`src/rtl/program_loader_if.sv`:
```
// Byte-stream handshake that carries a program image into the loader.
// The master drives bytes; the slave reports whether it can take one this cycle.
interface program_loader_if #(
    parameter int DW = 8
);
    logic          in_valid;
    logic [DW-1:0] in_data;
    logic          in_ready;

    modport master (
        output in_valid,
        output in_data,
        input  in_ready
    );

    modport slave (
        input  in_valid,
        input  in_data,
        output in_ready
    );
endinterface

```
`src/rtl/program_loader.sv`:
```
// Writable 16x8 instruction store feeding the CPU fetch path; gates cpu_run until a full image is loaded.
// Optional trailing checksum byte verification is enabled with the LOADER_CHECKSUM_EN macro.
module program_loader #(
    parameter int DW = 8,
    parameter int AW = 4
) (
    input  logic              clk,
    input  logic              rst,
    program_loader_if.slave   bus,
    input  logic              load_req,
    input  logic [AW-1:0]     pc,
    output logic [DW-1:0]     instr,
    output logic              cpu_run,
    output logic [AW:0]       load_cnt,
    output logic              err
);
    localparam int DEPTH = 1 << AW;

`ifdef LOADER_CHECKSUM_EN
    typedef enum logic [1:0] {
        ST_LOAD = 2'd0,
        ST_RUN  = 2'd1,
        ST_CHK  = 2'd2,
        ST_FAIL = 2'd3
    } state_t;
`else
    typedef enum logic {
        ST_LOAD = 1'b0,
        ST_RUN  = 1'b1
    } state_t;
`endif

    state_t            state_reg;
    state_t            state_next;
    logic [AW-1:0]     wr_ptr_reg;
    logic [AW:0]       cnt_reg;
    logic              cpu_run_reg;
    logic [DW-1:0]     mem_reg [DEPTH];
    logic              in_ready;
    logic              xfer;
    logic              wr_en;
    logic              last_word;

`ifdef LOADER_CHECKSUM_EN
    logic [DW-1:0]     sum_reg;
    logic              err_reg;
`endif

    assign last_word = (wr_ptr_reg == AW'(DEPTH - 1));

    // State register
    always_ff @(posedge clk) begin
        if (!rst) begin
            state_reg <= ST_LOAD;
        end else begin
            state_reg <= state_next;
        end
    end

    // Next-state logic; a reload request overrides everything else
    always_comb begin
        state_next = state_reg;
        if (load_req) begin
            state_next = ST_LOAD;
        end else begin
            case (state_reg)
                ST_LOAD: begin
                    if (xfer && last_word) begin
`ifdef LOADER_CHECKSUM_EN
                        state_next = ST_CHK;
`else
                        state_next = ST_RUN;
`endif
                    end
                end
`ifdef LOADER_CHECKSUM_EN
                ST_CHK: begin
                    if (xfer) begin
                        state_next = ((sum_reg + bus.in_data) == '0) ? ST_RUN : ST_FAIL;
                    end
                end
`endif
                default: state_next = state_reg;
            endcase
        end
    end

    // Output/handshake decode
    always_comb begin
        in_ready = 1'b0;
        if (!load_req) begin
`ifdef LOADER_CHECKSUM_EN
            in_ready = (state_reg == ST_LOAD) || (state_reg == ST_CHK);
`else
            in_ready = (state_reg == ST_LOAD);
`endif
        end
        xfer  = bus.in_valid && in_ready;
        wr_en = xfer && (state_reg == ST_LOAD);
    end

    assign bus.in_ready = in_ready;

    // Load pointer, byte count and status flags
    always_ff @(posedge clk) begin
        if (!rst) begin
            wr_ptr_reg  <= '0;
            cnt_reg     <= '0;
            cpu_run_reg <= 1'b0;
        end else begin
            cpu_run_reg <= (state_next == ST_RUN);
            if (load_req) begin
                wr_ptr_reg <= '0;
                cnt_reg    <= '0;
            end else if (wr_en) begin
                wr_ptr_reg <= wr_ptr_reg + 1'b1;
                cnt_reg    <= cnt_reg + 1'b1;
            end
        end
    end

`ifdef LOADER_CHECKSUM_EN
    // Running sum covers only program bytes; the check byte is never accumulated
    always_ff @(posedge clk) begin
        if (!rst) begin
            sum_reg <= '0;
            err_reg <= 1'b0;
        end else begin
            err_reg <= (state_next == ST_FAIL);
            if (load_req) begin
                sum_reg <= '0;
            end else if (wr_en) begin
                sum_reg <= sum_reg + bus.in_data;
            end
        end
    end

    assign err = err_reg;
`else
    assign err = 1'b0;
`endif

    // Store words are cleared on reset, so they live in fabric registers
    generate
        for (genvar gi = 0; gi < DEPTH; gi++) begin : g_word
            always_ff @(posedge clk) begin
                if (!rst) begin
                    mem_reg[gi] <= '0;
                end else if (wr_en && (wr_ptr_reg == AW'(gi))) begin
                    mem_reg[gi] <= bus.in_data;
                end
            end
        end
    endgenerate

    assign instr    = mem_reg[pc];
    assign cpu_run  = cpu_run_reg;
    assign load_cnt = cnt_reg;
endmodule
```
`src/flat_wrapper.sv`:
```
// flat-port wrapper written by rule: the top's interface ports become plain ports
module program_loader_flat 
#(
    parameter int DW = 8,
    parameter int AW = 4
)
  (clk, rst, load_req, pc, instr, cpu_run, load_cnt, err, bus_in_valid, bus_in_data, bus_in_ready);
  program_loader_if #(.DW(DW)) bus_i ();
  input  logic clk;
  input  logic rst;
  input  logic load_req;
  input  logic [AW-1:0] pc;
  output logic [DW-1:0] instr;
  output logic cpu_run;
  output logic [AW:0] load_cnt;
  output logic err;
  input wire logic [$bits(bus_i.in_valid)-1:0] bus_in_valid;
  input wire logic [$bits(bus_i.in_data)-1:0] bus_in_data;
  output wire logic [$bits(bus_i.in_ready)-1:0] bus_in_ready;
  assign bus_i.in_valid = bus_in_valid;
  assign bus_i.in_data = bus_in_data;
  assign bus_in_ready = bus_i.in_ready;
  program_loader #(.DW(DW), .AW(AW)) u_core (.clk(clk), .rst(rst), .bus(bus_i), .load_req(load_req), .pc(pc), .instr(instr), .cpu_run(cpu_run), .load_cnt(load_cnt), .err(err));
endmodule
```
`config.mk`:
```
export PLATFORM = sky130hd
export DESIGN_NAME = program_loader_flat
export DESIGN_NICKNAME = d
export VERILOG_FILES = /design/src/rtl/program_loader_if.sv /design/src/rtl/program_loader.sv /design/src/flat_wrapper.sv
export SDC_FILE = /design/constraint.sdc
export NUM_CORES = 1
export LEC_CHECK = 0
export CAP_MARGIN = 20
export CORE_MARGIN = 10
export CORE_UTILIZATION = 52
export CTS_BUF_LIST = sky130_fd_sc_hd__clkbuf_4 sky130_fd_sc_hd__clkbuf_8
export CTS_CLUSTER_DIAMETER = 50
export DETAILED_ROUTE_END_ITERATION = 10
export PLACE_DENSITY = 0.68
export SLEW_MARGIN = 30
export SYNTH_ARGS = -nofsm -noshare
export SYNTH_HDL_FRONTEND = slang
export SYNTH_SLANG_ARGS = --single-unit
```
`constraint.sdc`:
```
create_clock -name clk -period 3.77 [get_ports clk]
set_input_delay 0.754 -clock clk [delete_from_list [all_inputs] [get_ports clk]]
set_output_delay 0.754 -clock clk [all_outputs]
set_load 0.01 [all_outputs]
```
==> impl_metrics.py, run 1 <==
metrics = {
    "timing": {
        "setup_violations": 0,
        "fin_crit_sh": 0.896,
        "period_needed_ps": 3380,
        "slew_headroom": 0.563,
        "rsz0062_at_grt": "false",
        "setup_slack_ps": 392,
        "timing.clock.skew_ps": 10.0,
        "clock.fmax_mhz": 296,
        "setup-tns-final_ps": 0,
        "hold_violations": 0,
        "slew_viol_final": 0,
        "worst_pin_slew_ps": 650,
    },
    "placed_design": {
        "port_buffers": 30,
        "place_area_sq_um": 6920,
        "dp_slack_ps": 386,
        "place_congestion": 0.821,
        "dp_hpwl_microns": 10600,
    },
    "pwr": {
        "p_leak_nw": 2.54,
        "irDropWorstVdd_v": 0.000205,
        "power_density_nw_per_um2": 416,
        "p_int_mw": 2.32,
        "combPwrFrac": 0.084,
        "swShare": 0.231,
        "switching_power_uw": 698,
        "clkPwrFrac": 0.341,
        "p_seq_frac": 0.574,
        "power_mw": 3.02,
    },
    "critical_path": {
        "slowest_stage": "clkdlybuf4s50_1",
        "cp-start-kind": "primary input",
        "worst_ep_arrival_time_ps": 2620,
        "slowest_delay_ps": 500,
        "end_kind": "output port",
        "worstSetupPathType": "in -> out",
        "crit_top_cell": "clkdlybuf4s50_1",
        "required_ps": 3020,
        "worstPathMaxFanout": 32,
        "path_cells": "clkdlybuf4s50_1, buf_12, mux4_2, a22oi_1, nand2_1, clkdlybuf4s50_1",
    },
    "floorplanning": {
        "start_util": 0.531,
        "coreArea_sq_um": 12000,
        "die_w_microns": 131,
        "rows": 40,
        "ios": 32,
        "die_area_sq_um": 17000,
        "die_y_microns": 131,
    },
    "global_route": {
        "grt_usage": 0.196,
        "antenna_found_initial": 0,
        "grt_pass1_wl_microns": 23800,
        "gr-usage-met2": 0.303,
        "grt_overflow": 0,
        "met1_usage": 0.263,
        "grt_pass1_vias": 3895,
        "busiest_layer": "met2",
        "use_met3": 0.0504,
        "grt_max_degree": 33,
    },
    "cells_and_area": {
        "drive_gt1_frac": 0.167,
        "area_growth_pct": 14.2,
        "fin_area_sq_um": 7250,
        "num-fill-cells": 964,
        "num-nets-final": 530,
        "diodes": 0,
        "utilization": 0.606,
        "largest_reg_flops": 128,
    },
    "cts": {
        "postCtsResizedCells": 0,
        "clock-root-buffer": "clkbuf_8",
        "cts_setup_buffers": 0,
        "cts_tree": "done",
        "cts_buffer_depth": 2,
        "cts.sinks": 138,
        "htree_levels": 4,
        "numCtsBuffers": 17,
        "clk_pin_slew_ps": 70,
        "cts_hold_buf": 0,
        "clk_latency_ps": 460,
    },
    "detailed_routing": {
        "drtPass1Iterations": 5,
        "final_antenna_net_count": 0,
        "wl_per_cell_microns": 23.8,
        "routed_wl_microns": 15900,
        "drc_errors": 0,
        "drt_first_iter_violations": 507,
        "viasPerCell": 6.01,
        "num_vias": 4016,
    },
    "synth": {
        "ys_warn_count": 0,
        "syn_nets": 479,
        "synth_most_common_cell": "edfxtp_1",
        "synthTopCellsByCount": "edfxtp_1, nor2_1, nand2_1",
        "yosysTopAreaCellShare": 0.605,
        "async_flop_share": 0,
        "dominantRegCellSynth": "edfxtp_1",
        "synth_edf_count": 128,
        "synth-seq-area-share": 0.637,
        "netlist_area_sq_um": 6350,
        "synthCells": 458,
        "ys_top_cells_by_area": "edfxtp_1, mux4_2, nor2_1",
        "ys_seq_elements": 138,
        "synth.distinct_cells": 37,
        "syn_avg_cell_area_sq_um": 13.9,
        "synth.largest_area_cell": "edfxtp_1",
    },
    "job": {
        "cap_viol_max_count": 0,
    },
    "run_status": {
        "status": "finished clean",
    },
    "hold_path": {
        "holdCritPathClass": "reg -> reg",
    },
}
cells in the final DEF, fill, tap and decap left out, types with 2 or more instances in the layout:
cell,instances
a21oi_1,3
a22oi_1,16
and2_1,33
buf_12,2
buf_4,32
clkbuf_4,6
clkbuf_8,17
clkdlybuf4s50_1,29
clkinv_1,3
clkinv_4,3
dfxtp_1,10
edfxtp_1,128
ha_1,5
inv_1,3
mux2i_1,2
mux4_1,14
mux4_2,18
nand2_1,38
nand2b_1,3
nand3_1,2
nand4bb_1,2
nor2_1,106
nor4bb_1,4
o21ai_0,19
or2_1,2
or3_1,3
xnor2_1,3
cell type report:
cell class                      instances  area (sq um)  area share
Clock buffer                           23           279      0.0385
Inverter                                3          11.3     0.00155
Sequential cell                       138          4040       0.558
Clock inverter                          8          50.0     0.00690
Tap cell                              147           184      0.0254
Multi-Input combinational cell        285          2110       0.291
Timing Repair Buffer                   64           576      0.0794
per-stage QoR:
stage               cells  hold WS [ps]
detailed placement    637           491
global placement      637           467
floorplan             458           502
finish                668           499
CTS                   668           502
global route          668           511
path summary, 6_finish.rpt:
kind,start,end,slack (ps),cells past startpoint
worst max-delay path,pc[1],instr[4],390,6
worst min-delay path,u_core.load_cnt[4],u_core.load_cnt[4],500,2
worst max register to register,u_core.state_reg,u_core.mem_reg[0][1],1620,4
worst min register to register,u_core.load_cnt[4],u_core.load_cnt[4],500,2
worst max-delay path, delay by kind of cell:
| kind | cells | cell delay [ps] |
|---|---|---|
| and+or+nand+nor | 1 | 80 |
| buffers and inverters | 3 | 1210 |
| AOI/OAI and AO/OA | 1 | 230 |
| muxes | 1 | 330 |
kinds of logic (layout without fill, tap and decap cells):
| kind of cell | Yosys count | in the layout | synth area share |
|---|---|---|---|
| xor gates and xnor gates | 4 | 4 | 0.00552 |
| AOI/OAI and AO/OA | 39 | 39 | 0.0378 |
| adders and majority gates | 5 | 5 | 0.00985 |
| DFF | 138 | 138 | 0.637 |
| other | 1 | 1 | 0.000590 |
| buffers and inverters | 35 | 98 | 0.0313 |
| and+or+nand+nor | 202 | 202 | 0.153 |
| muxes | 34 | 34 | 0.125 |
power groups by stage:
stage	logic, mW	registers, mW	clock network (mW)
floorplan	0.138	1.76	0
global placement	0.251	1.76	0
detailed placement	0.254	1.77	0
CTS	0.255	1.73	1.04
global route	0.269	1.74	1.11
finish	0.255	1.73	1.03
per-layer routing:
metal | vias to the layer above | share of wire
met5 | - | 0
met4 | 0 | 0.017
met3 | 21 | 0.091
met2 | 204 | 0.48
met1 | 2003 | 0.41
li1 | 1788 | -
No activity file was read; power rests on OpenSTA's default activity.
==> run 2, diff against run 1 <==
==> constraint.sdc (replaced) <==
create_clock -name clk -period 3.77 [get_ports clk]
set_input_delay 1.131 -clock clk [delete_from_list [all_inputs] [get_ports clk]]
set_output_delay 1.131 -clock clk [all_outputs]
set_load 0.01 [all_outputs]
==> impl_metrics.py, run 2 (synthesis gave the netlist of run 1 again) <==
metrics = {
    "cts": {
        "cts_hold_buf": 0,
        "cts.sinks": 138,
        "cts_buffer_depth": 2,
        "clk_pin_slew_ps": 70,
        "numCtsBuffers": 17,
        "cts_tree": "done",
        "clock-root-buffer": "clkbuf_8",
        "clk_latency_ps": 440,
        "htree_levels": 4,
    },
    "cells_and_area": {
        "diodes": 0,
        "layout_commonest_cell": "edfxtp_1",
        "utilization": 0.639,
        "area_growth_pct": 20.3,
        "drive_gt1_frac": 0.244,
        "final_cell_mix": "edfxtp_1, nor2_1, buf_4",
        "largest_reg_flops": 128,
        "num-fill-cells": 912,
        "num-nets-final": 554,
        "stdcell_count": 693,
    },
    "timing": {
        "setup_violations": 0,
        "fin_crit_sh": 0.989,
        "timing.clock.skew_ps": 10.4,
        "worst_pin_slew_ps": 592,
        "slew_headroom": 0.604,
        "setup_slack_ps": 41.4,
        "clock.fmax_mhz": 268,
        "hold_violations": 0,
        "slew_viol_final": 0,
        "period_needed_ps": 3730,
        "rsz0062_at_grt": "false",
    },
    "floorplanning": {
        "die_y_microns": 131,
        "coreArea_sq_um": 12000,
        "die_w_microns": 131,
        "ios": 32,
        "start_util": 0.531,
        "rows": 40,
        "die_area_sq_um": 17000,
    },
    "critical_path": {
        "cp-start-kind": "primary input",
        "worstSetupPathType": "in -> out",
        "reg2reg_depth": 5,
        "worst_ep_arrival_time_ps": 2600,
        "end_kind": "output port",
        "rrSetupSlack_ps": 1860,
        "r2r-end": "u_core.mem_reg[6][6]",
        "required_ps": 2640,
        "worstPathMaxFanout": 9,
        "r2r_start": "u_core.state_reg",
    },
    "pwr": {
        "p_seq_frac": 0.523,
        "clkPwrFrac": 0.389,
        "combPwrFrac": 0.088,
        "irDropWorstVdd_v": 0.000250,
        "switching_power_uw": 728,
        "p_leak_nw": 2.74,
        "p_int_mw": 2.58,
        "swShare": 0.220,
        "power_density_nw_per_um2": 433,
    },
    "detailed_routing": {
        "drtPass1Iterations": 5,
        "wl_per_cell_microns": 24.2,
        "drt_first_iter_violations": 570,
        "drc_errors": 0,
        "viasPerCell": 6.02,
        "final_antenna_net_count": 0,
        "num_vias": 4175,
        "routed_wl_microns": 16800,
    },
    "hold_path": {
        "min_path_cells": 2,
        "min_from": "u_core.load_cnt[4]",
        "holdCritPathClass": "reg -> reg",
        "hold_path_end": "u_core.load_cnt[4]",
    },
    "run_status": {
        "status": "finished clean",
    },
    "global_route": {
        "grt_usage": 0.206,
        "grt_max_degree": 25,
        "grt_pass1_wl_microns": 25100,
        "grt_overflow": 0,
        "grt_pass1_vias": 4182,
        "antenna_found_initial": 0,
    },
    "placed_design": {
        "place_congestion": 0.858,
        "port_buffers": 30,
        "dp_cells": 653,
        "dp_slack_ps": -460,
        "dp_hpwl_microns": 10800,
    },
    "job": {
        "cap_viol_max_count": 0,
    },
}
-- run 2: metrics by stage --
step	hold WS [ps]	setup TNS [ps]	power, mW	area, sq um
after global routing	549	0	3.41	7640
after detailed placement	476	-3330	2.04	7080
after global placement	470	-3120	2.03	7080
after CTS	493	0	3.32	7620
final	491	0	3.31	7640
after floorplan	502	0	1.90	6350
-- run 2: worst max path at each step --
stage / cells past startpoint / startpoint / slack (ps) / to
2_1_floorplan: 5 / pc[0] / 430 / instr[4]
3_3_place_gp: 5 / pc[2] / -410 / instr[5]
3_5_place_dp: 5 / pc[2] / -460 / instr[5]
4_1_cts: 6 / pc[0] / 0.6 / instr[2]
5_1_grt: 8 / pc[0] / 7 / instr[6]
6_report: 7 / pc[0] / 40 / instr[1]
-- run 2: critical path: stages --
cell	delay [ps]
buf_4	120
buf_12	140
buf_4	130
mux4_1	580
a22oi_2	180
nand2_1	70
clkdlybuf4s15_1	230
-- run 2: final cells by class --
class                   instances  area [sq um]  share of cell area
flip-flops and latches        138          4040               0.529
inverters                       3          11.3             0.00147
repair buffers                 88           826               0.108
clock inverters                13           174              0.0228
multi-input cells             285          2150               0.282
clock buffers                  19           249              0.0326
well taps                     147           184              0.0241
-- run 2: power groups by stage --
stage          clock network (mW)  logic, mW  registers [mW]
6_report                     1.29      0.292            1.73
5_1_grt                      1.36      0.309            1.74
4_1_cts                      1.30      0.286            1.73
3_5_place_dp                    0      0.273            1.76
3_3_place_gp                    0      0.270            1.76
2_1_floorplan                   0      0.138            1.76
-- run 2: metal layers --
layer  routed length, microns  GRT usage  vias up  share of wire
met2                     7710      0.311      249           0.46
met5                        0          0        -              0
met4                      614      0.107        0          0.037
met3                     1710     0.0488       44           0.10
li1                         -          -     1838              -
met1                     6720      0.272     2044           0.40
-- run 2: timing repair --
action	CTS	global route
setup buffers	6	0
gates cloned	2	0
pin swaps	3	1
resized for setup	31	13
endpoints found under the setup margin	8	6
hold endpoints to repair	0	0
